**config.mk**
```make
export PLATFORM = sky130hd
export DESIGN_NAME = alu_exec
export DESIGN_NICKNAME = d
export VERILOG_FILES = /design/src/rtl/alu_exec.sv
export SDC_FILE = /design/constraint.sdc
export NUM_CORES = 1
export LEC_CHECK = 0
export BUFFER_PORTS_ARGS = -buffer_cell sky130_fd_sc_hd__buf_2
export CORE_MARGIN = 10
export CORE_UTILIZATION = 55
export CTS_BUF_LIST = sky130_fd_sc_hd__clkbuf_4
export CTS_CLUSTER_DIAMETER = 150
export DETAILED_ROUTE_END_ITERATION = 10
export PLACE_DENSITY = 0.79
export SETUP_SLACK_MARGIN = 0.4
export SKIP_CTS_REPAIR_TIMING = 1
export SYNTH_ARGS = -nofsm -noshare
export SYNTH_HDL_FRONTEND = slang
export SYNTH_SLANG_ARGS = --single-unit
```
**constraint.sdc**
```tcl
create_clock -name clk -period 7.75 [get_ports clk]
set_input_delay 1.9375 -clock clk [delete_from_list [all_inputs] [get_ports clk]]
set_output_delay 1.9375 -clock clk [all_outputs]
set_load 0.01 [all_outputs]
```
**src/rtl/alu_exec.sv**
```systemverilog
// ALU execute stage: combinational ALU feeding a 2-entry result FIFO with valid/ready on both sides.
// Define ALU_EXEC_SHIFT_EN to enable sll/srl on ALUControl codes 110/111.
module alu_exec #(
    parameter int WIDTH = 32
) (
    input  logic             clk,
    input  logic             reset,
    input  logic             in_valid,
    output logic             in_ready,
    input  logic [WIDTH-1:0] SrcA,
    input  logic [WIDTH-1:0] SrcB,
    input  logic [2:0]       ALUControl,
    input  logic             flush,
    output logic             out_valid,
    input  logic             out_ready,
    output logic [WIDTH-1:0] ALUResult,
    output logic             Zero,
    output logic             Illegal
);

    // Handshake: a transfer happens on a rising edge where valid and ready are both high;
    // ready never depends on valid, and flush cancels every transfer in its cycle.

`ifdef ALU_EXEC_SHIFT_EN
    localparam int SHW = $clog2(WIDTH);
`endif

    logic [WIDTH-1:0] alu_res;
    logic             alu_ill;

    always_comb begin
        alu_res = '0;
        alu_ill = 1'b0;
        case (ALUControl)
            3'b000: alu_res = SrcA + SrcB;
            3'b001: alu_res = SrcA - SrcB;
            3'b010: alu_res = SrcA & SrcB;
            3'b011: alu_res = SrcA | SrcB;
            3'b100: alu_res = SrcA ^ SrcB;
            3'b101: alu_res = {{(WIDTH-1){1'b0}}, ($signed(SrcA) < $signed(SrcB))};
`ifdef ALU_EXEC_SHIFT_EN
            3'b110: alu_res = SrcA << SrcB[SHW-1:0];
            3'b111: alu_res = SrcA >> SrcB[SHW-1:0];
`endif
            default: alu_ill = 1'b1;
        endcase
    end

    logic [WIDTH-1:0] mem_res [2];
    logic             mem_zero [2];
    logic             mem_ill [2];
    logic             wr_ptr;
    logic             rd_ptr;
    logic [1:0]       count;
    logic             push;
    logic             pop;

    assign in_ready  = (count < 2'd2);
    assign out_valid = (count != 2'd0);
    assign push      = in_valid & in_ready & ~flush;
    assign pop       = out_valid & out_ready & ~flush;

    always_ff @(posedge clk or posedge reset) begin
        if (reset) begin
            count  <= 2'd0;
            wr_ptr <= 1'b0;
            rd_ptr <= 1'b0;
        end else if (flush) begin
            count  <= 2'd0;
            wr_ptr <= 1'b0;
            rd_ptr <= 1'b0;
        end else begin
            if (push) wr_ptr <= ~wr_ptr;
            if (pop)  rd_ptr <= ~rd_ptr;
            case ({push, pop})
                2'b10:   count <= count + 2'd1;
                2'b01:   count <= count - 2'd1;
                default: count <= count;
            endcase
        end
    end

    // Storage needs no reset: outputs are masked whenever the buffer is empty.
    always_ff @(posedge clk) begin
        if (push) begin
            mem_res[wr_ptr]  <= alu_res;
            mem_zero[wr_ptr] <= (alu_res == '0);
            mem_ill[wr_ptr]  <= alu_ill;
        end
    end

    assign ALUResult = out_valid ? mem_res[rd_ptr]  : '0;
    assign Zero      = out_valid ? mem_zero[rd_ptr] : 1'b0;
    assign Illegal   = out_valid ? mem_ill[rd_ptr]  : 1'b0;

endmodule

```
==> results of run 1 <==
==> cells in the mapped netlist (10+ instances only) <==
cell type,instances,area (um^2)
inv_1,106,398
nor2_1,106,398
a21oi_1,100,500
ha_1,99,1240
edfxtp_1,68,2040
nand2_1,59,221
o21ai_0,55,275
mux2i_1,51,510
clkbuf_1,45,169
nand3_1,18,90.1
o221ai_1,17,149
nor3_1,16,80.1
a21o_1,15,113
nor4_1,15,93.8
o211ai_1,15,113
nor2b_1,14,87.6
a211oi_1,11,82.6
a31oi_1,11,68.8
o21bai_1,11,82.6
o22ai_1,11,68.8
o31ai_1,11,82.6
a22oi_1,10,75.1
==> area by class of cell <==
class                   count  area (um^2)
clock buffers              12         90.1
clock inverters             4         68.8
fillers                  1422         5880
inverters                 108          405
multi-input cells         813         5790
flip-flops and latches     72         2140
well taps                 211          264
repair buffers            117          611
==> cells by family after synthesis <==
logic type	count (synthesis)	share of synthesized area, %
and+or+nand+nor	292	16.6
muxes	54	6.34
DFF	72	24.9
adders and majority gates	101	14.9
xor gates and xnor gates	7	0.714
AOI/OAI and AO/OA	359	28.8
buffers and inverters	169	7.74
==> worst min path at each step <==
| stage | start | end | slack, ps | depth (start not counted) |
|---|---|---|---|---|
| 2_1_floorplan | wr_ptr | wr_ptr | 520 | 2 |
| 3_3_place_gp | wr_ptr | wr_ptr | 560 | 2 |
| 3_5_place_dp | wr_ptr | wr_ptr | 580 | 2 |
| 4_1_cts | wr_ptr | wr_ptr | 610 | 2 |
| 5_1_grt | wr_ptr | wr_ptr | 640 | 2 |
| 6_report | wr_ptr | wr_ptr | 610 | 2 |
==> flip-flops by register name, indices dropped and copies added, names as in the netlist <==
name,count
mem_ill,2
mem_zero,2
rd_ptr,1
count,2
wr_ptr,1
mem_res,64
==> power breakdown <==
part	leakage, nW	total, mW	switching, mW	internal [mW]
registers	0.685	0.474	0.0139	0.460
logic	3.29	0.560	0.357	0.203
clock network	0.0890	0.262	0.121	0.141
==> cells in the final DEF (no fill, tap or decap), drive strengths merged, types with 12 or more instances in the layout <==
cell type | synthesis | layout
inv | 107 | 107
o211ai | 15 | 15
nand3 | 18 | 18
a211oi | 12 | 12
nor4 | 16 | 16
nor2 | 106 | 106
o221ai | 17 | 17
buf | 16 | 117
o21ai | 56 | 56
nor2b | 16 | 16
ha | 99 | 99
a21o | 15 | 15
nand2 | 62 | 62
edfxtp | 68 | 68
a21oi | 103 | 103
mux2i | 51 | 51
clkbuf | 45 | 12
nor3 | 16 | 16
==> routing by layer <==
layer | vias up | wire length (um) | track usage [%]
met5 | - | 0 | 0
met4 | 0 | 401 | 6.64
met3 | 37 | 2930 | 3.94
met2 | 595 | 11600 | 36.0
met1 | 4071 | 11200 | 32.3
li1 | 4032 | - | -
==> critical path, stage by stage <==
cell and delay [ps]:
buf_2 100, inv_1 70, ha_1 170, inv_1 60, fa_1 400, nor2b_1 170
o21ai_1 340, nand2_2 180, a311oi_1 490, mux2i_1 240, o221ai_1 270, or4_1 600
or4_1 500, nor4_1 240, nand4b_1 160, nor4_2 200
==> metrics by stage <==
stage,utilization [%],hold slack [ps],area (um^2),std cells,total power [mW]
after global placement,60.4,562,9220,1321,1.01
final,61.4,605,9380,1337,1.30
after floorplan,-,519,8590,1054,0.861
after detailed placement,60.4,580,9220,1321,1.02
after CTS,61.4,609,9380,1337,1.28
after global routing,61.4,639,9380,1337,1.37
==> flow_summary.json, run 1 <==
{
  "status": "completed",
  "leakage_nw": 4.06,
  "diodes": 0,
  "track_usage_pct": 23.2,
  "cp-start-kind": "input pin",
  "cts_made_buffers": 9,
  "dieArea_um2": 21000,
  "path_class": "in -> reg",
  "antenna_found_initial": 0,
  "rsz0062_at_grt": "no",
  "setup_violations": 0,
  "clkTransAtPathRegs_ps": 100,
  "synth_seq_area_share_pct": 24.9,
  "gp_congestion": 1.01,
  "synthesis.area_um2": 8590,
  "wire_per_inst_um": 19.5,
  "yosys_warnings": 0,
  "cts_root_buf": "clkbuf_4",
  "coreArea_um2": 15300,
  "r2r-end": "mem_res[1][3]",
  "fmax_mhz": 169,
  "netlist_instances": 1054,
  "worst_pin_slew_ps": 1220,
  "ys_ff_latch": 72,
  "syn2layout_area_growth_pct": 9.18,
  "cp-end-kind": "register",
  "ant_nets": 0,
  "overflow": 0,
  "dr.pass1.iters": 8,
  "pwr_density_cell_nw_per_um2": 138,
  "setup_tns_ps": 0,
  "routed-via-count": 8735,
  "maxSlewHeadroom_pct": 18.7,
  "layout_min_cycle_time_ps": 5900,
  "rows": 45,
  "avgSynthCellArea_um2": 8.15,
  "grt_pass1_wl_um": 42000,
  "endpoint": "mem_zero[1]",
  "hold_class": "reg -> reg",
  "cp_max_fo": 4,
  "synth_fp_nets": 1227,
  "drc": 0,
  "drt_iter0_drc": 1040,
  "synthArstFlopShare_pct": 5.56,
  "r2r-start": "count[1]",
  "start_util_pct": 56.3,
  "ys_types": 83,
  "wirelength_um": 26100,
  "ctsLongestPathBuffers": 2,
  "nets": 1294,
  "routed_via_density": 6.53,
  "critPathRequiredTime_ps": 7970,
  "io_buffers": 107,
  "drv_slew": 0,
  "grt_max_degree": 57,
  "die_w_um": 145,
  "dominantRegCellSynth": "edfxtp_1",
  "synth_edf_count": 68,
  "cts_tree": "built",
  "setup_ws_ps": 1850,
  "htree_levels": 3,
  "worstPathArrival_ps": 6120,
  "final-hold-violation-count": 0,
  "worstSkewPairLatency_ps": 410,
  "drive_gt1_share_pct": 15.5,
  "grt_pass1_vias": 8202,
  "fin_skew_ps": 14.9,
  "irDropWorstVdd_v": 0.0000862,
  "maxCapViolations": 0,
  "die_y_um": 145,
  "place_ws_ps": 1530,
  "crit_start": "SrcA[0]",
  "cts_sinks": 72,
  "ios": 108,
  "rrSetupSlack_ps": 5410,
  "r2r_cells": 4,
  "fin_crit_sh_pct": 76.1,
  "hpwlAfterDp_um": 19900
}
(Power assumes the default switching activity.)
==> inputs of run 2 (changes only) <==
--- a/config.mk
+++ b/config.mk
@@ -5,6 +5,7 @@
 export SDC_FILE = /design/constraint.sdc
 export NUM_CORES = 1
 export LEC_CHECK = 0
+export ABC_AREA = 1
 export BUFFER_PORTS_ARGS = -buffer_cell sky130_fd_sc_hd__buf_2
 export CORE_MARGIN = 10
 export CORE_UTILIZATION = 55
==> constraint.sdc (replaced) <==
create_clock -name clk -period 5.9 [get_ports clk]
set_input_delay 1.475 -clock clk [delete_from_list [all_inputs] [get_ports clk]]
set_output_delay 1.475 -clock clk [all_outputs]
set_load 0.01 [all_outputs]
==> run 2 against run 1 <==
Effect of this change:
- clock power increased by 25%
- combinational power is 96% higher
- largest power group unchanged
- count of clock-buffer cells in the layout unchanged
- sequential cell count unchanged
- highest routed layer unchanged
- sequential power grew 36%
==> flow_summary.json, run 2 <==
{
  "track_usage_pct": 26.8,
  "drive_gt1_share_pct": 9.66,
  "coreArea_um2": 16700,
  "synth_seq_area_share_pct": 22.8,
  "synth.most_common_cell": "nand2_1",
  "htree_levels": 3,
  "cts_tree": "built",
  "antenna_found_initial": 0,
  "r2r-start": "rd_ptr",
  "grt_util_met3_pct": 3.13,
  "drc": 0,
  "largest_reg_flops": 64,
  "ys_ff_latch": 72,
  "cpPeakStageDelay_ps": 500,
  "synthesis.area_um2": 9410,
  "pwr_density_cell_nw_per_um2": 204,
  "cts_root_buf": "clkbuf_4",
  "final_common_cell": "nand2_1",
  "yosysTopAreaCellShare_pct": 21.7,
  "cp-end-kind": "register",
  "crit_chain": "buf_2 -> inv_1 -> ha_1 -> nand2_1 -> nand2_1 -> inv_1 -> nand2_1 -> nand2_1 -> nand2_1 -> nand2_1 -> nand2_1 -> nand2_1 -> nand3_1 -> nand3_1 -> nor2_1 -> nand2_1 -> nor2_1 -> nand4_1 -> nor2_1",
  "ctsLongestPathBuffers": 2,
  "setup_violations": 0,
  "rsz0062_at_grt": "no",
  "wire_per_inst_um": 16.6,
  "overflow": 0,
  "rrSetupSlack_ps": 3710,
  "io_buffers": 107,
  "grt_pass1_vias": 9469,
  "maxSlewHeadroom_pct": 35.6,
  "whs_endpoint": "count[0]",
  "critPathSlowestCell": "ha_1",
  "diodes": 0,
  "drv_slew": 0,
  "worstPathArrival_ps": 4200,
  "grt_pass1_wl_um": 48400,
  "synth_commonest_cells": "514 x nand2_1, 302 x inv_1, 151 x nand3_1",
  "maxCapViolations": 0,
  "use_met2_pct": 43.4,
  "fin_crit_sh_pct": 67.0,
  "setup_tns_ps": 0,
  "cp_common_cell": "nand2_1",
  "wirelength_um": 31100,
  "hpwlAfterDp_um": 25700,
  "whs_path_depth": 1,
  "gp_congestion": 1.01,
  "cts_sinks": 72,
  "routed-via-count": 10317,
  "die_w_um": 151,
  "routed_via_density": 5.50,
  "ios": 108,
  "start_util_pct": 56.3,
  "synthArstFlopShare_pct": 5.56,
  "yosys_warnings": 0,
  "nets": 1824,
  "layout_min_cycle_time_ps": 3950,
  "worstSkewPairLatency_ps": 390,
  "path_class": "in -> reg",
  "fin_skew_ps": 7.13,
  "synth_area_leader_cell": "edfxtp_1",
  "drt_iter0_drc": 1154,
  "dieArea_um2": 22700,
  "r2r-end": "rd_ptr",
  "status": "completed",
  "critPathRequiredTime_ps": 6140,
  "irDropWorstVdd_v": 0.000372,
  "rows": 47,
  "cp-start-kind": "input pin",
  "fmax_mhz": 253,
  "regMostFlops": "mem_res",
  "dr.pass1.iters": 6,
  "avgSynthCellArea_um2": 5.98,
  "grt_max_degree": 37,
  "met1_usage_pct": 36.3,
  "yosys-top-cells-area": "edfxtp_1 22%, nand2_1 21%, ha_1 13%",
  "clkTransAtPathRegs_ps": 90,
  "ant_nets": 0,
  "syn2layout_area_growth_pct": 8.22,
  "path_buf_inv": 3,
  "r2r_cells": 4,
  "synth_fp_nets": 1747,
  "die_y_um": 151,
  "worst_pin_slew_ps": 961,
  "final_util_pct": 61.0,
  "final-hold-violation-count": 0,
  "cts_made_buffers": 9,
  "final_cell_mix": "514 x nand2_1, 302 x inv_1, 151 x nand3_1, 137 x nor2_1, 113 x a21oi_1",
  "dominantRegCellSynth": "edfxtp_1",
  "netlist_instances": 1574,
  "leakage_nw": 5.75,
  "grt.busiest_layer": "met2",
  "cp_max_fo": 11,
  "path_delay_family": "simple AND/OR/NAND/NOR gates",
  "synth_edf_count": 68,
  "ys_types": 36,
  "min_from": "count[0]",
  "hold_class": "reg -> reg"
}
## run 2: changes by cell type after synthesis, moves of 36 or more
cell      change
inv_1       +196
o21ai_0      -38
nand2_1     +455
mux2i_1      -51
nand3_1     +133
clkbuf_1     -36
## run 2: cells by family (layout without fill, tap and decap cells)
logic type,after synthesis,in the layout,share of synthesized area (%)
simple gates,867,867,38.4
buf+inv,359,441,15.1
compound gates,174,174,10.0
fa+ha+maj,101,101,13.6
flops,72,72,22.8
xor+xnor,1,1,0.0931
## run 2: layer usage
| layer | part of all wire (%) | up-vias |
|---|---|---|
| li1 | - | 5084 |
| met1 | 43 | 4646 |
| met2 | 45 | 518 |
| met3 | 9.2 | 69 |
| met4 | 3.2 | 0 |
| met5 | 0 | - |
## run 2: final cells by class
class,instances,area [um^2]
timing repair buffer,113,581
multi-input combinational,1143,5850
inverter,312,1170
clock inverter,4,68.8
tap,220,275
fill,1715,6520
sequential,72,2140
clock buffer,12,90.1
## run 2: how the worst max path moves through the flow
stage                     startpoint  slack [ps]            end  cells past startpoint
final                        SrcA[2]        1950    mem_zero[0]                     19
after floorplan                flush        2340     mem_ill[0]                      3
after detailed placement     SrcB[0]        1650    mem_zero[1]                     19
after global placement       SrcB[0]        1670    mem_zero[0]                     19
after CTS                     rd_ptr        1920  ALUResult[11]                      5
after global routing          rd_ptr        1750  ALUResult[14]                      5
## run 2: report_power, final
group,switching (mW),internal [mW],total [mW],leakage [nW]
clock network,0.143,0.185,0.327,0.0890
registers,0.0170,0.628,0.645,0.684
logic,0.760,0.343,1.10,4.97
total,0.920,1.16,2.08,5.75
## run 2: worst register-to-register path: stages (launching register included)
cell and delay [ps]:
dfrtp_1 330, buf_4 330, clkinv_1 860, o21ai_0 450, a21oi_1 70
## run 2: metrics by stage
stage	instance area [um^2]	setup WS [ps]	hold WS [ps]	power (mW)	std cells
2_1_floorplan	9410	2340	463	1.37	1574
3_3_place_gp	10000	1670	501	1.73	1860
3_5_place_dp	10000	1650	508	1.74	1860
4_1_cts	10200	1920	522	2.07	1876
5_1_grt	10200	1750	531	2.24	1876
6_report	10200	1950	517	2.08	1876
==> inputs of run 3 (changes only) <==
--- a/config.mk
+++ b/config.mk
@@ -5,14 +5,14 @@
 export SDC_FILE = /design/constraint.sdc
 export NUM_CORES = 1
 export LEC_CHECK = 0
-export ABC_AREA = 1
+export ABC_AREA = 0
 export BUFFER_PORTS_ARGS = -buffer_cell sky130_fd_sc_hd__buf_2
 export CORE_MARGIN = 10
 export CORE_UTILIZATION = 55
 export CTS_BUF_LIST = sky130_fd_sc_hd__clkbuf_4
 export CTS_CLUSTER_DIAMETER = 150
 export DETAILED_ROUTE_END_ITERATION = 10
-export PLACE_DENSITY = 0.79
+export PLACE_DENSITY = 0.82
 export SETUP_SLACK_MARGIN = 0.4
 export SKIP_CTS_REPAIR_TIMING = 1
 export SYNTH_ARGS = -nofsm -noshare
==> constraint.sdc (replaced) <==
create_clock -name clk -period 3.3 [get_ports clk]
set_input_delay 0.825 -clock clk [delete_from_list [all_inputs] [get_ports clk]]
set_output_delay 0.825 -clock clk [all_outputs]
set_load 0.01 [all_outputs]
==> run 3 against run 2 <==
Effect of this change:
- routed wire length rose by 15%
- critical endpoint unchanged
- sequential share of layout area fell by 4.7 points
- critical path depth fell by 4
- die area fell by 7.6%
- sequential cell count did not move
- the flow now finishes with violations (negative setup slack)
- critical path type unchanged
- first-iteration DRC count rose by 41%
- total power rose by 87%
- setup slack got worse by 2900 ps
- clock power rose by 89%
- global-route usage rose by 1.5 points
==> flow_summary.json, run 3 (synthesized netlist as in run 1, its figures left out) <==
{
  "status": "finished with violations",
  "failed_checks": "negative setup slack",
  "wirelength_um": 35700,
  "ctsLongestPathBuffers": 2,
  "fmax_mhz": 234,
  "setup_ws_ps": -982,
  "cpPeakStageDelay_ps": 590,
  "p_int_mw": 2.39,
  "final_util_pct": 85.8,
  "ios": 108,
  "worst_pin_slew_ps": 813,
  "clkPwrFrac_pct": 15.9,
  "start_util_pct": 56.3,
  "routed-via-count": 10814,
  "overflow": 0,
  "seqPwrFrac_pct": 28.3,
  "io_buffers": 107,
  "drv_slew": 0,
  "regMostFlops": "mem_res",
  "maxSlewHeadroom_pct": 45.8,
  "setup_tns_ps": -8460,
  "crit_chain": "buf_6 -> clkinvlp_4 -> buf_4 -> ha_4 -> a21o_1 -> nand4_1 -> a21oi_1 -> xnor2_1 -> o221ai_1 -> or4b_4 -> or4_1 -> or4_4 -> nor4_4 -> nand4b_1 -> nor4_2",
  "power_mw": 3.88,
  "pwr_density_cell_nw_per_um2": 296,
  "power.switching_mw": 1.50,
  "clkTransAtPathRegs_ps": 120,
  "worstSkewPairLatency_ps": 410,
  "cp_max_fo": 3,
  "pwr-share-comb_pct": 55.8,
  "final_common_cell": "buf_4",
  "grt_pass1_wl_um": 50400,
  "gp_congestion": 1.04,
  "syn2layout_area_growth_pct": 52.5,
  "layout.cells.non_filler": 1714,
  "setup_violations": 23,
  "path_delay_family": "simple AND/OR/NAND/NOR gates",
  "netSwitchingFraction_pct": 38.5,
  "cts_sinks": 72,
  "htree_levels": 3,
  "path_class": "in -> reg",
  "hold_class": "in -> async",
  "grt_max_degree": 36,
  "drive_gt1_share_pct": 43.6,
  "irDropWorstVdd_v": 0.000319,
  "rows": 45,
  "cp-start-kind": "input pin",
  "drc": 0,
  "rsz0062_at_grt": "yes",
  "coreArea_um2": 15300,
  "cp-end-kind": "register",
  "hpwlAfterDp_um": 26000,
  "ant_nets": 0,
  "fin_area_um2": 13100,
  "dr.pass1.iters": 8,
  "critPathRequiredTime_ps": 3530,
  "largest_reg_flops": 64,
  "critPathSlowestCell": "or4b_4",
  "worstPathArrival_ps": 4510,
  "wire_per_inst_um": 20.8,
  "place_area_um2": 12100,
  "die_y_um": 145,
  "layout_min_cycle_time_ps": 4280,
  "final_cell_mix": "372 x buf_4, 103 x buf_2, 100 x nor2_1, 93 x inv_1, 88 x ha_1",
  "dieArea_um2": 21000,
  "final-hold-violation-count": 0,
  "cts_root_buf": "clkbuf_4",
  "nets": 1671,
  "fin_crit_sh_pct": 130,
  "place_inst": 1680,
  "track_usage_pct": 28.3,
  "diodes": 0,
  "drt_iter0_drc": 1623,
  "routed_via_density": 6.31,
  "grt_pass1_vias": 9765,
  "fin_skew_ps": 19.2,
  "maxCapViolations": 0,
  "path_buf_inv": 3,
  "antenna_found_initial": 0,
  "cts_tree": "built",
  "leakage_nw": 6.05,
  "die_w_um": 145,
  "cts_made_buffers": 9
}
-- run 3: path summary, 6_finish.rpt --
path                               start             to  slack, ps  depth (start not counted)
worst max-delay path             SrcB[1]    mem_zero[0]       -980                         15
worst max register to register  count[1]  mem_res[1][1]       1280                          4
worst min register to register  count[0]       count[1]        620                          2
max in group asynchronous          reset         rd_ptr       2860                          2
min in group clk                count[0]       count[1]        620                          2
worst min-delay path               reset       count[0]        270                          2
-- run 3: routing by layer --
metal,share of wire (%),track usage (%),wire (um)
met1,37,37.6,13200
met2,47,46.3,16600
met3,12,5.03,4160
met4,4.7,7.35,1690
met5,0,0,0
-- run 3: through the flow --
stage          setup WS, ps  hold WS [ps]
2_1_floorplan          -775           535
3_3_place_gp          -1380           577
3_5_place_dp          -1500           601
4_1_cts               -1080           271
5_1_grt               -1100           262
6_report               -982           271
-- run 3: cell type report --
cell class	count	area, um^2
multi-input cells	813	6560
repair buffers	494	3550
fillers	822	2160
flip-flops and latches	72	2140
inverters	108	427
well taps	211	264
clock inverters	7	86.3
clock buffers	9	67.6
-- run 3: power by group through the flow --
stage | Sequential (mW) | Combinational [mW] | Clock [mW]
4_1_cts | 1.10 | 1.87 | 0.593
2_1_floorplan | 1.11 | 0.957 | 0
5_1_grt | 1.10 | 2.29 | 0.641
3_5_place_dp | 1.12 | 1.86 | 0
3_3_place_gp | 1.11 | 1.80 | 0
6_report | 1.10 | 2.17 | 0.617
